File: config.mk
export PLATFORM = sky130hd
export DESIGN_NAME = inst_enc
export DESIGN_NICKNAME = d
export VERILOG_FILES = /design/src/rtl/inst_enc.sv
export SDC_FILE = /design/constraint.sdc
export NUM_CORES = 1
export LEC_CHECK = 0
export CORE_AREA = 2 2 147 149
export DETAILED_ROUTE_END_ITERATION = 10
export DIE_AREA = 0 0 149 151
export PLACE_DENSITY = 0.53
export SETUP_SLACK_MARGIN = 0.2
export SLEW_MARGIN = 10
export SYNTH_ARGS = -nofsm -noshare
export SYNTH_HDL_FRONTEND = slang
export SYNTH_SLANG_ARGS = --single-unit
export TNS_END_PERCENT = 20
File: constraint.sdc
create_clock -name clk -period 4.6 [get_ports clk]
set_input_delay 0.92 -clock clk [delete_from_list [all_inputs] [get_ports clk]]
set_output_delay 0.92 -clock clk [all_outputs]
set_load 0.01 [all_outputs]
File: src/rtl/inst_enc.sv
// RV32I instruction encoder: field bundle in, 32-bit instruction word out.
// Results are held in a 2-entry in-order FIFO with delivery and error counters.
module inst_enc (
  input  logic        clk,
  input  logic        rst,
  input  logic        in_valid,
  output logic        in_ready,
  input  logic [3:0]  in_cls,
  input  logic [2:0]  in_funct3,
  input  logic [6:0]  in_funct7,
  input  logic [4:0]  in_rs1,
  input  logic [4:0]  in_rs2,
  input  logic [4:0]  in_rd,
  input  logic [31:0] in_imm,
  output logic        out_valid,
  input  logic        out_ready,
  output logic [31:0] out_inst,
  output logic        out_err,
  output logic [15:0] enc_cnt,
  output logic [15:0] err_cnt
);

  localparam logic [31:0] NOP = 32'h0000_0013;

  logic [31:0] raw;
  logic        bad;
  logic [32:0] enc;
  logic        sx11, sx12, sx20;

  assign sx11 = (&in_imm[31:11]) | ~(|in_imm[31:11]);
  assign sx12 = (&in_imm[31:12]) | ~(|in_imm[31:12]);
  assign sx20 = (&in_imm[31:20]) | ~(|in_imm[31:20]);

  always_comb begin
    raw = 32'h0;
    bad = 1'b0;
    case (in_cls)
      4'd0: begin
        raw = {in_imm[11:0], in_rs1, in_funct3, in_rd, 7'b0000011};
        bad = ~sx11;
      end
      4'd1: begin
        raw = {in_imm[11:5], in_rs2, in_rs1, in_funct3,
               in_imm[4:0], 7'b0100011};
        bad = ~sx11;
      end
      4'd2: begin
        raw = {in_imm[12], in_imm[10:5], in_rs2, in_rs1, in_funct3,
               in_imm[4:1], in_imm[11], 7'b1100011};
        bad = ~sx12 | in_imm[0];
      end
      4'd3: begin
        raw = {in_imm[11:0], in_rs1, in_funct3, in_rd, 7'b1100111};
        bad = ~sx11;
      end
      4'd4: begin
        raw = {in_imm[20], in_imm[10:1], in_imm[11], in_imm[19:12],
               in_rd, 7'b1101111};
        bad = ~sx20 | in_imm[0];
      end
      4'd5: begin
        raw = {in_imm[31:12], in_rd, 7'b0110111};
        bad = |in_imm[11:0];
      end
      4'd6: begin
        raw = {in_imm[31:12], in_rd, 7'b0010111};
        bad = |in_imm[11:0];
      end
      4'd7: begin
        // Shifts carry funct7 in the upper immediate bits
        if (in_funct3 == 3'b001 || in_funct3 == 3'b101) begin
          raw = {in_funct7, in_imm[4:0], in_rs1, in_funct3,
                 in_rd, 7'b0010011};
          bad = |in_imm[31:5];
        end else begin
          raw = {in_imm[11:0], in_rs1, in_funct3, in_rd, 7'b0010011};
          bad = ~sx11;
        end
      end
      4'd8: begin
        raw = {in_funct7, in_rs2, in_rs1, in_funct3, in_rd, 7'b0110011};
      end
      4'd9: begin
        raw = {in_imm[11:0], in_rs1, in_funct3, in_rd, 7'b1110011};
        bad = ~sx11;
      end
      default: bad = 1'b1;
    endcase
    enc = bad ? {1'b1, NOP} : {1'b0, raw};
  end

  logic [32:0] mem_q [2];
  logic [32:0] mem_d [2];
  logic        wp_q, wp_d, rp_q, rp_d;
  logic [1:0]  cnt_q, cnt_d;
  logic [15:0] enc_cnt_q, enc_cnt_d;
  logic [15:0] err_cnt_q, err_cnt_d;
  logic        push, pop;

  assign in_ready  = (cnt_q != 2'd2);
  assign out_valid = (cnt_q != 2'd0);
  assign push      = in_valid & in_ready;
  assign pop       = out_valid & out_ready;

  assign out_inst = out_valid ? mem_q[rp_q][31:0] : 32'h0;
  assign out_err  = out_valid & mem_q[rp_q][32];
  assign enc_cnt  = enc_cnt_q;
  assign err_cnt  = err_cnt_q;

  always_comb begin
    mem_d     = mem_q;
    wp_d      = wp_q;
    rp_d      = rp_q;
    cnt_d     = cnt_q;
    enc_cnt_d = enc_cnt_q;
    err_cnt_d = err_cnt_q;
    if (push) begin
      mem_d[wp_q] = enc;
      wp_d        = ~wp_q;
    end
    if (pop) begin
      rp_d      = ~rp_q;
      enc_cnt_d = enc_cnt_q + 16'd1;
      if (mem_q[rp_q][32]) err_cnt_d = err_cnt_q + 16'd1;
    end
    case ({push, pop})
      2'b10:   cnt_d = cnt_q + 2'd1;
      2'b01:   cnt_d = cnt_q - 2'd1;
      default: cnt_d = cnt_q;
    endcase
  end

  always_ff @(posedge clk) begin
    if (rst) begin
      mem_q[0]  <= '0;
      mem_q[1]  <= '0;
      wp_q      <= 1'b0;
      rp_q      <= 1'b0;
      cnt_q     <= 2'd0;
      enc_cnt_q <= 16'd0;
      err_cnt_q <= 16'd0;
    end else begin
      mem_q     <= mem_d;
      wp_q      <= wp_d;
      rp_q      <= rp_d;
      cnt_q     <= cnt_d;
      enc_cnt_q <= enc_cnt_d;
      err_cnt_q <= err_cnt_d;
    end
  end

endmodule

==> results of run 1 <==
per-layer routing:
metal	up-vias	track usage, %	part of all wire, %
met4	0	5.00	1.8
met5	-	0	0
li1	2478	-	-
met3	20	2.86	5.4
met2	150	20.7	43
met1	2270	19.5	50
critical path: stages:
cell and delay (ns):
clkdlybuf4s50_1 0.94, nor2b_1 0.10, buf_4 0.20, nand2_1 0.09, nor3_1 0.06, o21ai_1 0.73
nand4_4 0.48, o21ai_0 0.27
final cells by class:
type / instances / area [µm²] / area share [%]
clock buffer: 10 / 239 / 3.42
inverter: 12 / 45.0 / 0.644
clock inverter: 6 / 77.6 / 1.11
timing repair buffer: 140 / 1370 / 19.7
tap: 275 / 344 / 4.92
multi-input combinational: 472 / 2910 / 41.6
sequential: 100 / 2000 / 28.7
kinds of logic (layout without fill, tap and decap cells):
family                     count (synthesis)  after routing
AOI/OAI and AO/OA                        161            161
xor gates and xnor gates                  32             32
adders and majority gates                  3              3
buffers and inverters                     52            168
DFF                                      100            100
muxes                                     32             32
and+or+nand+nor                          244            244
placed cells by master (no fill, tap or decap), types with 12 or more instances in the layout:
cell type | netlist | layout
mux2i_1 | 32 | 32
nand4_1 | 18 | 18
a22o_1 | 24 | 24
clkdlybuf4s50_1 | 0 | 130
o21ai_0 | 35 | 35
xor2_1 | 21 | 21
nor2_1 | 88 | 87
nand3_1 | 16 | 16
o21ai_1 | 12 | 12
a21oi_1 | 32 | 32
a22oi_1 | 17 | 17
nand2_1 | 68 | 68
dfxtp_1 | 100 | 99
worst min path at each step:
| stage | to | slack, ns |
|---|---|---|
| after global placement | mem_q[11] | 0.44 |
| after detailed placement | mem_q[21] | 0.44 |
| after floorplan | mem_q[40] | 0.42 |
| after global routing | mem_q[3] | 0.47 |
| final | mem_q[21] | 0.45 |
| after CTS | mem_q[21] | 0.45 |
registers in the layout, summed over array words and instances (netlist names):
register,flops
cnt_q,2
err_cnt,16
mem_q,64
enc_cnt,16
wp_q,1
rp_q,1
report_power, final:
part	switching [mW]	total (mW)	leakage, nW	internal [mW]
Combinational	0.358	0.632	1.39	0.274
Clock	0.358	0.805	0.153	0.448
Sequential	0.0740	0.986	0.809	0.912
==> metrics.yaml, run 1 <==
run_status: "completed"
wirelength_um: 15300
synth.mux.area_fraction_pct: 6.23
synth_xor_area_share_pct: 5.45
r2r_slack_ns: 2.01
critPathCapture: "mem_q[64]"
hold_viol_final: 0
synthAdderAreaFrac_pct: 0.730
antenna_found_initial: 0
placed_area_um2: 6670
synthTopCellsByCount: "100 x dfxtp_1, 88 x nor2_1, 68 x nand2_1, 35 x o21ai_0"
worst_hold_path_type: "reg -> reg"
die_w_um: 149
yosysUniqueCellTypes: 52
synth_top_family_by_area: "simple AND/OR/NAND/NOR gates"
root_buffer: "clkbuf_16"
drc: 0
yosysSeqAreaShare_pct: 38.9
synth_edf_count: 0
tightestPinTransition_ns: 0.941
rsz0062_at_grt: "no"
via_per_inst: 4.85
yosysMostFrequentCell: "dfxtp_1"
hpwl_um: 11400
die_h_um: 151
period_minus_slack_ns: 3.53
reg2reg_to: "err_cnt[12]"
synth_compound_area_share_pct: 21.0
synth_flop_cell: "dfxtp_1"
place_congestion: 0.900
first_global_vias: 4534
first_pass_iters: 5
netlist_instances: 624
cp-start-kind: "primary input"
pre_cts_slack_ns: 0.699
cts.sinks: 100
finClkSkew_ns: 0.00864
design_area_um2: 6990
clock_latency_ns: 0.35
yosysTopAreaCell: "dfxtp_1"
wire_per_inst_um: 15.1
power_mw: 2.42
drv_cap: 0
grt_pass1_wl_um: 24500
synthSimpleGateAreaFrac_pct: 23.1
p_leak_nw: 2.36
path_max_fanout: 20
htreeDepth: 3
cts_hold_buf: 0
min_from: "mem_q[21]"
cts_buffer_depth: 2
dp_cells: 999
grt-ovfl-total: 0
yosysWarningCount: 0
start_util_pct: 24.7
async_flop_share_pct: 0
rr_worst_depth: 6
rows: 53
slew_viol_final: 0
die_area_um2: 22500
finalSetupViolations: 0
hold_ws_ns: 0.447
antenna_cells: 0
setup_slack_ns: 1.07
powerDensity_nw_per_um2: 347
setup_tns_ns: 0
cp.arrival_ns: 3.80
instances_no_fill: 1015
syn_nets: 692
grt_max_degree: 52
drtAntennaViolNets: 0
max_slew_margin_pct: 36.8
ios: 132
synth.ff_latch_count: 100
fin_nets: 803
required_ns: 4.87
min_period_over_period_pct: 76.8
drive_gt1_share_pct: 7.03
synthTopCellsByArea: "dfxtp_1 39%, nor2_1 6.4%, mux2i_1 6.2%"
area_growth_pct: 35.9
path_class: "in -> reg"
synth_top_area_share_pct: 38.9
cts_repair_resize_count: 0
path_clk_slew_ns: 0.07
syn_avg_cell_area_um2: 8.25
core_area_um2: 20800
vdd_drop_max_mv: 0.156
vias: 4918
holdPathStages: 2
netlist_area_um2: 5140
fin_util_pct: 33.6
tritoncts: "built"
crit_start: "in_cls[3]"
initialDrtViolationCount: 278
setup.worst_path.end_class: "flop"
grt_usage_pct: 13.8
numCtsBuffers: 9
port_buffers: 131
fillers: 2231
reg2reg_from: "rp_q"
post_cts_buffers: 0
max_freq_ghz: 0.283
(Power assumes the default switching activity.)
==> run 2, diff against run 1 <==
--- a/config.mk
+++ b/config.mk
@@ -8,7 +8,7 @@
 export CORE_AREA = 2 2 147 149
 export DETAILED_ROUTE_END_ITERATION = 10
 export DIE_AREA = 0 0 149 151
-export PLACE_DENSITY = 0.53
+export PLACE_DENSITY = 0.55
 export SETUP_SLACK_MARGIN = 0.2
 export SLEW_MARGIN = 10
 export SYNTH_ARGS = -nofsm -noshare
==> constraint.sdc (replaced) <==
create_clock -name clk -period 3.2 [get_ports clk]
set_input_delay 0.64 -clock clk [delete_from_list [all_inputs] [get_ports clk]]
set_output_delay 0.64 -clock clk [all_outputs]
set_load 0.01 [all_outputs]
==> metrics.yaml, run 2 (same netlist as run 1, synthesis figures left out) <==
run_status: "completed"
largest_register_ffs: 64
critPathSlowestCell: "clkdlybuf4s50_1"
drv_cap: 0
power_mw: 3.61
die_area_um2: 22500
root_buffer: "clkbuf_16"
tightestPinTransition_ns: 1.04
vias: 4994
p_leak_nw: 2.53
powerDensity_nw_per_um2: 496
cts_buffer_depth: 2
htreeDepth: 3
design_area_um2: 7270
cpPeakStageDelay_ns: 0.51
drtAntennaViolNets: 0
path_max_fanout: 13
antenna_cells: 0
fin_nets: 835
tritoncts: "built"
holdPathStages: 2
rsz0062_at_grt: "no"
period_minus_slack_ns: 2.74
met2_length_um: 6660
multiInputGateArea_um2: 2910
clock_latency_ns: 0.35
post_cts_buffers: 0
required_ns: 2.56
finalSetupViolations: 0
grt_pass1_wl_um: 24600
placed_area_um2: 6940
initialDrtViolationCount: 311
final_common_cell: "clkdlybuf4s50_1"
ios: 132
grt_max_degree: 53
grt-ovfl-total: 0
dr_wl_met3_um: 942
cp.arrival_ns: 2.10
largest-register: "mem_q"
wire_per_inst_um: 14.6
rr_worst_depth: 7
wirelength_um: 15300
worst_hold_path_type: "reg -> reg"
grt_usage_pct: 13.8
port_buffers: 131
mostFrequentLayoutCells: "130 x clkdlybuf4s50_1, 99 x dfxtp_1, 87 x nor2_1, 68 x nand2_1, 39 x buf_4"
hold_viol_final: 0
path_clk_slew_ns: 0.07
setup.worst_path.end_class: "primary output"
highest_layer: "met4"
path_class: "reg -> out"
cts_repair_resize_count: 0
first_pass_iters: 6
die_h_um: 151
hpwl_um: 11700
die_w_um: 149
hold_ws_ns: 0.451
area_growth_pct: 41.4
cp-start-kind: "flop"
drc: 0
antenna_found_initial: 0
cts_hold_buf: 0
start_util_pct: 24.7
numCtsBuffers: 9
seqCellArea_um2: 2000
fillers: 2233
via_per_inst: 4.77
finClkSkew_ns: 0.00796
crit_chain: "nor2_2, buf_4, nor2_1, clkdlybuf4s50_1"
vdd_drop_max_mv: 0.191
place_congestion: 0.818
slew_viol_final: 0
drive_gt1_share_pct: 10.9
setup_tns_ns: 0
first_global_vias: 4676
max_freq_ghz: 0.366
met1_length_um: 7500
core_area_um2: 20800
rows: 53
max_slew_margin_pct: 30.5
min_period_over_period_pct: 85.5
cts.sinks: 100
fin_util_pct: 34.9
[run 2: worst paths after layout]
path	startpoint	end	slack [ns]
worst min-delay path	mem_q[25]	mem_q[25]	0.45
worst max-delay path	cnt_q[0]	out_inst[10]	0.46
worst min register to register	mem_q[25]	mem_q[25]	0.45
worst max register to register	cnt_q[0]	mem_q[42]	0.99
[run 2: layout make-up]
| class | instances | area share [%] |
|---|---|---|
| tap | 275 | 4.73 |
| sequential | 100 | 27.5 |
| clock inverter | 7 | 1.50 |
| clock buffer | 9 | 3.10 |
| inverter | 12 | 0.619 |
| multi-input combinational | 472 | 40.0 |
| timing repair buffer | 172 | 22.5 |
[run 2: per-layer routing]
layer,vias to the layer above,global-route usage (%)
met2,142,21.2
li1,2545,-
met3,15,2.98
met5,-,0
met1,2292,19.3
met4,0,4.05
[run 2: metrics by stage]
step           instances  setup slack (ns)
2_1_floorplan        624             0.976
3_3_place_gp        1031             0.208
3_5_place_dp        1031             0.153
4_1_cts             1047             0.357
5_1_grt             1047             0.276
6_report            1047             0.464
[run 2: power breakdown]
part / internal, mW / switching, mW / leakage, nW
registers: 1.31 / 0.0659 / 0.809
logic: 0.449 / 0.574 / 1.56
clock network: 0.699 / 0.510 / 0.161
total: 2.46 / 1.15 / 2.53
[run 2: critical path: cells and delay by family, from the launching register on]
kind                   cells  cell delay, ns
buffers and inverters      2            0.81
DFF                        1            0.38
and+or+nand+nor            2            0.55
==> run 3, diff against run 2 <==
--- a/config.mk
+++ b/config.mk
@@ -5,11 +5,13 @@
 export SDC_FILE = /design/constraint.sdc
 export NUM_CORES = 1
 export LEC_CHECK = 0
+export CAP_MARGIN = 25
 export CORE_AREA = 2 2 147 149
 export DETAILED_ROUTE_END_ITERATION = 10
 export DIE_AREA = 0 0 149 151
 export PLACE_DENSITY = 0.55
 export SETUP_SLACK_MARGIN = 0.2
+export SKIP_LAST_GASP = 1
 export SLEW_MARGIN = 10
 export SYNTH_ARGS = -nofsm -noshare
 export SYNTH_HDL_FRONTEND = slang
==> results of run 3 <==
No change in the layout: final DEF, timing and power equal those of run 2.
==> patch 1 (flow settings as in run 1) <==
Register the output `err_cnt` once more, without a reset; this adds one clock of latency there. The other outputs are not delayed to match.
--- a/src/rtl/inst_enc.sv
+++ b/src/rtl/inst_enc.sv
@@ -105,7 +105,9 @@
   assign out_inst = out_valid ? mem_q[rp_q][31:0] : 32'h0;
   assign out_err  = out_valid & mem_q[rp_q][32];
   assign enc_cnt  = enc_cnt_q;
-  assign err_cnt  = err_cnt_q;
+  always_ff @(posedge clk) begin
+    err_cnt <= err_cnt_q;
+  end
 
   always_comb begin
     mem_d     = mem_q;
Function: changed (Yosys sat finds a counterexample within 4 cycles, from zero or initial values and one cycle with rst high).
==> patch 1 against run 1 <==
Sequential cell count grew 16. Setup slack improved by 0.19 ns. Die area is the same. Register-to-register slack lost 0.04 ns. Maximum frequency rose by 5.6%. Sequential power is 15% higher. Cell area grew 13%. Routed wire length is 7.1% higher. Total power rose by 26%. Area after synthesis increased by 12%. Via count increased by 9.9%. Sequential share of layout area up 0.66 points.
==> patch 1: results (changes against run 1) <==
| Metric | Value |
|---|---|
| Status | completed |
| WL final | 16.38 mm (+7.1%) |
| Critical Path Sink | out_inst[24] |
| Multi-input gates | 541 (+15%) |
| Fillers | 2165 (-3.0%) |
| Max transition margin | 44.45% (+7.6 points) |
| Min-delay src | err_cnt_q[2] |
| Sequential power | 1.13 mW (+15%) |
| Adder and majority gate portion of the synthesized area | 0.8243% (+0.095 points) |
| Mux share of post-synthesis cell area | 6.529% (+0.30 points) |
| Multi-input logic area | 3182 um2 (+9.4%) |
| Flop2flop setup slack | 1.97 ns (-0.04 ns) |
| Reg2reg end | err_cnt_q[15] |
| Worst EP arrival | 2.42 ns (-1.38 ns) |
| Static leakage | 2.733 nW (+16%) |
| Clock-net power | 1.29 mW (+60%) |
| Clkbuf count | 18 (+8) |
| Hold Worst Slack | 0.3577 ns (-0.08976 ns) |
| NonClk Buf Share | 18.09% (-1.6 points) |
| Max Fanout on Critical Path | 25 (+25%) |
| 1st-pass router iterations | 4 (-1) |
| Max incr delay on CP | 0.86 ns (-0.08 ns) |
| Peak VDD IR | 0.0002736 V (+76%) |
| Yosys cell types | 57 (+9.6%) |
| Internal power | 2.135 mW (+31%) |
| Synthesized net count | 788 (+14%) |
| Worst hold endpoint | err_cnt[2] |
| Post-Synthesis Cells | 720 (+15%) |
| Compound-Gate Fraction of Synth Area | 18.29% (-2.7 points) |
| NumNets Final | 909 (+13%) |
| Clk_skew | 0.008397 ns (-0.0002402 ns) |
| Seq/total area | 29.31% (+0.66 points) |
| Count of non-CTS inverters in the layout | 17 (+5) |
| Number of cells on the worst hold path | 0 (-2) |
| Worst-Skew Late Latency | 0.41 ns (+0.06 ns) |
| ClkCell Share | 7.309% (+2.8 points) |
| Largest net degree at the start of global routing | 47 (-9.6%) |
| Worst slack, placed | 0.8049 ns (+0.1059 ns) |
| DR WL/cell | 14.51 um (-3.7%) |
| Synthesis-to-finish area growth | 37.42% |
| Placed cell count | 1097 (+9.8%) |
| Sw frac | 30.18% (-2.4 points) |
| Detailed-route via count | 5407 (+9.9%) |
| Period utilization | 72.70% (-4.1 points) |
| HPWL Detailed | 11.97 mm (+4.9%) |
| Share of layout cells above drive strength 1 | 7.728% (+0.70 points) |
==> patch 1: changes by cell type after synthesis, sizes merged, moves of 8 or more <==
| cell | change |
|---|---|
| dfxtp | +16 |
| a222oi | -8 |
| nand3 | +10 |
| o21ai | +13 |
| a32o | +9 |
| nor2b | +12 |
| nand2 | +28 |
| a22o | -19 |
==> patch 1: logic make-up (layout without fill, tap and decap cells) <==
| kind of cell | Yosys count | in the layout |
|---|---|---|
| AO/OA/AOI/OAI | 166 | 166 |
| XOR/XNOR | 30 | 30 |
| adder cells (fa/ha/maj) | 4 | 4 |
| buffers and inverters | 63 | 197 |
| flip-flops | 116 | 116 |
| multiplexers | 37 | 37 |
| AND/OR/NAND/NOR | 304 | 304 |
==> patch 1: layer usage <==
layer	global-route usage [%]	part of all wire, %
met1	20.23	49
met2	23.20	44
met3	2.861	4.8
met4	5.762	1.6
met5	0	0
==> patch 2 (flow settings as in run 1) <==
Made on the original files. Reset style: asynchronous (`rst`), changed in one clocked block.
--- a/src/rtl/inst_enc.sv
+++ b/src/rtl/inst_enc.sv
@@ -130,7 +130,7 @@
     endcase
   end
 
-  always_ff @(posedge clk) begin
+  always_ff @(posedge clk or posedge rst) begin
     if (rst) begin
       mem_q[0]  <= '0;
       mem_q[1]  <= '0;
Function: differs if rst is asserted again (counterexample within 4 cycles, from zero or initial values and one cycle with rst high); with rst held inactive, the same outputs for 4 cycles.
==> patch 2 against run 1 <==
Cell count decreased by 1.4%. Sequential cell count unchanged. Synthesized cell count decreased by 1.6%. Setup slack improved by 0.16 ns. Critical path depth decreased by 1. Area after synthesis increased by 9.2%. Cell area increased by 6.7%. Maximum frequency increased by 4.8%. Global-route usage increased by 1.5 points. Routed wire length increased by 11%.
Power is not compared: it rests on default switching activity, and its combinational part moved more than twofold at a synthesized area within 25%.
==> patch 2: results (changes against run 1) <==
| Metric | Value |
|---|---|
| Max reg flops | 64 (unchanged) |
| Largest net degree at the start of global routing | 61 (+17%) |
| Status | completed |
| Overall Global Routing Usage | 15.35% (+1.5 points) |
| Share of layout cells above drive strength 1 | 6.061% (-0.97 points) |
| HPWL Detailed | 12.31 mm (+7.8%) |
| GR Layer Usage met2 | 23.27% (+2.6 points) |
| Total power | 3.557 mW |
| GR met1 Demand/Resource | 22.26% (+2.7 points) |
| CTS clock-pin slew for the worst setup and hold paths | 0.07 ns (about the same) |
| Met3 Usage GRT | 2.741% (-0.12 points) |
| RD Place Congestion | 0.8443 (-6.1%) |
| Metal-1 WL | 8.100 mm (+6.4%) |
| Flop2flop setup slack | 2.10 ns (+0.09 ns) |
| Clk_skew | 0.007612 ns (-0.001025 ns) |
| Synthesized net count | 682 (-1.4%) |
| Met2 wire length | 7.695 mm (+17%) |
| Min-delay src | err_cnt[15] |
| Clock Power Share | 22.2% |
| Number of cells on the worst hold path | 1 (-1) |
| Max incr delay on CP | 1.11 ns (+0.17 ns) |
| Internal power | 2.234 mW |
| Worst r2r src | rp_q |
| Xor/xnor share of the synthesized area | 5.610% (+0.16 points) |
| Fillers | 2159 (-3.2%) |
| Mux share of post-synthesis cell area | 5.899% (-0.33 points) |
| Worst slew pin tran | 0.9695 ns (+0.02842 ns) |
| Max Fanout on Critical Path | 30 (+50%) |
| Compound-Gate Fraction of Synth Area | 18.77% (-2.2 points) |
| First-pass GRT wire length | 27.08 mm (+10%) |
| Adder and majority gate portion of the synthesized area | 0.6679% (-0.062 points) |
| Worst hold endpoint | err_cnt[15] |
| Initial DRC count | 362 (+30%) |
| 1st-pass router iterations | 6 (+1) |
| Largest cells by area after synthesis | dfrtp_1 (45%), nand2_1 (6.3%), mux2i_1 (5.7%), o41ai_1 (5.3%), xnor2_1 (4.2%) |
| Ys async rst share | 100.0% (+100 points) |
| Worst EP arrival | 3.59 ns (-0.21 ns) |
| Initial antenna violation count | 0 (unchanged) |
| DR WL/cell | 16.94 um (+12%) |
| Detailed-route via count | 5064 (+3.0%) |
| Synth cell count leaders | dfrtp_1 (100), nand2_1 (94), nor2_1 (55), nand3_1 (34), o41ai_1 (34) |
| Met3 WL | 934 um (+13%) |
| Vias in the first global route | 4819 (+6.3%) |
| Largest Register | mem_q |
| Seq/Total Area, Yosys | 44.52% (+5.6 points) |
| Slowest stage cell, crit path | clkdlybuf4s50_1 |
| Peak VDD IR | 0.0001765 V |
| NumNets Final | 789 (-1.7%) |
| Reg2reg end | err_cnt[14] |
| Yosys cell types | 51 (-1.9%) |
## patch 2: changes by cell type after synthesis, sizes merged, moves of 5 or more
cell    before  now
a21oi       32   18
a22o        24    1
clkbuf      21   31
dfrtp        0  100
dfxtp      100    0
nand2       70   94
nand3       16   35
nand4       20   15
nor2        91   55
nor3        10    3
o21ai       58   39
o41ai        0   36
xnor2       11   27
xor2        21    9
## patch 2: worst max-delay path by stage
stage / startpoint / endpoint / slack [ns] / depth (start not counted)
after global placement: in_cls[1] / mem_q[53] / 0.95 / 6
after CTS: rp_q / out_inst[2] / 1.18 / 4
after floorplan: rst / cnt_q[0] / 1.06 / 1
after detailed placement: in_cls[1] / mem_q[20] / 0.93 / 6
final: in_cls[1] / mem_q[31] / 1.23 / 7
after global routing: in_cls[1] / mem_q[22] / 0.97 / 5
## patch 2: logic make-up (layout without fill, tap and decap cells)
| kind of cell | count (synthesis) | in the layout |
|---|---|---|
| and+or+nand+nor | 240 | 240 |
| AOI/OAI and AO/OA | 146 | 146 |
| DFF | 100 | 100 |
| buffers and inverters | 56 | 168 |
| xor gates and xnor gates | 36 | 36 |
| muxes | 33 | 33 |
| adders and majority gates | 3 | 3 |
## patch 2: layout make-up
cell class / count / area share, %
clock buffer: 9 / 3.020
clock inverter: 7 / 1.074
inverter: 10 / 0.5369
multi-input combinational: 458 / 38.49
sequential: 100 / 33.57
tap: 275 / 4.614
timing repair buffer: 142 / 18.69
## patch 2: per-stage QoR
step	setup slack, ns	hold slack [ns]	std cells	instance area (um2)	util, %
detailed placement	0.9295	0.4521	985	7152	34.35
finish	1.230	0.4640	1001	7457	35.81
global placement	0.9480	0.4515	985	7152	34.35
global route	0.9695	0.4841	1001	7457	35.81
CTS	1.179	0.4682	1001	7457	35.81
floorplan	1.061	0.4340	614	5620	-
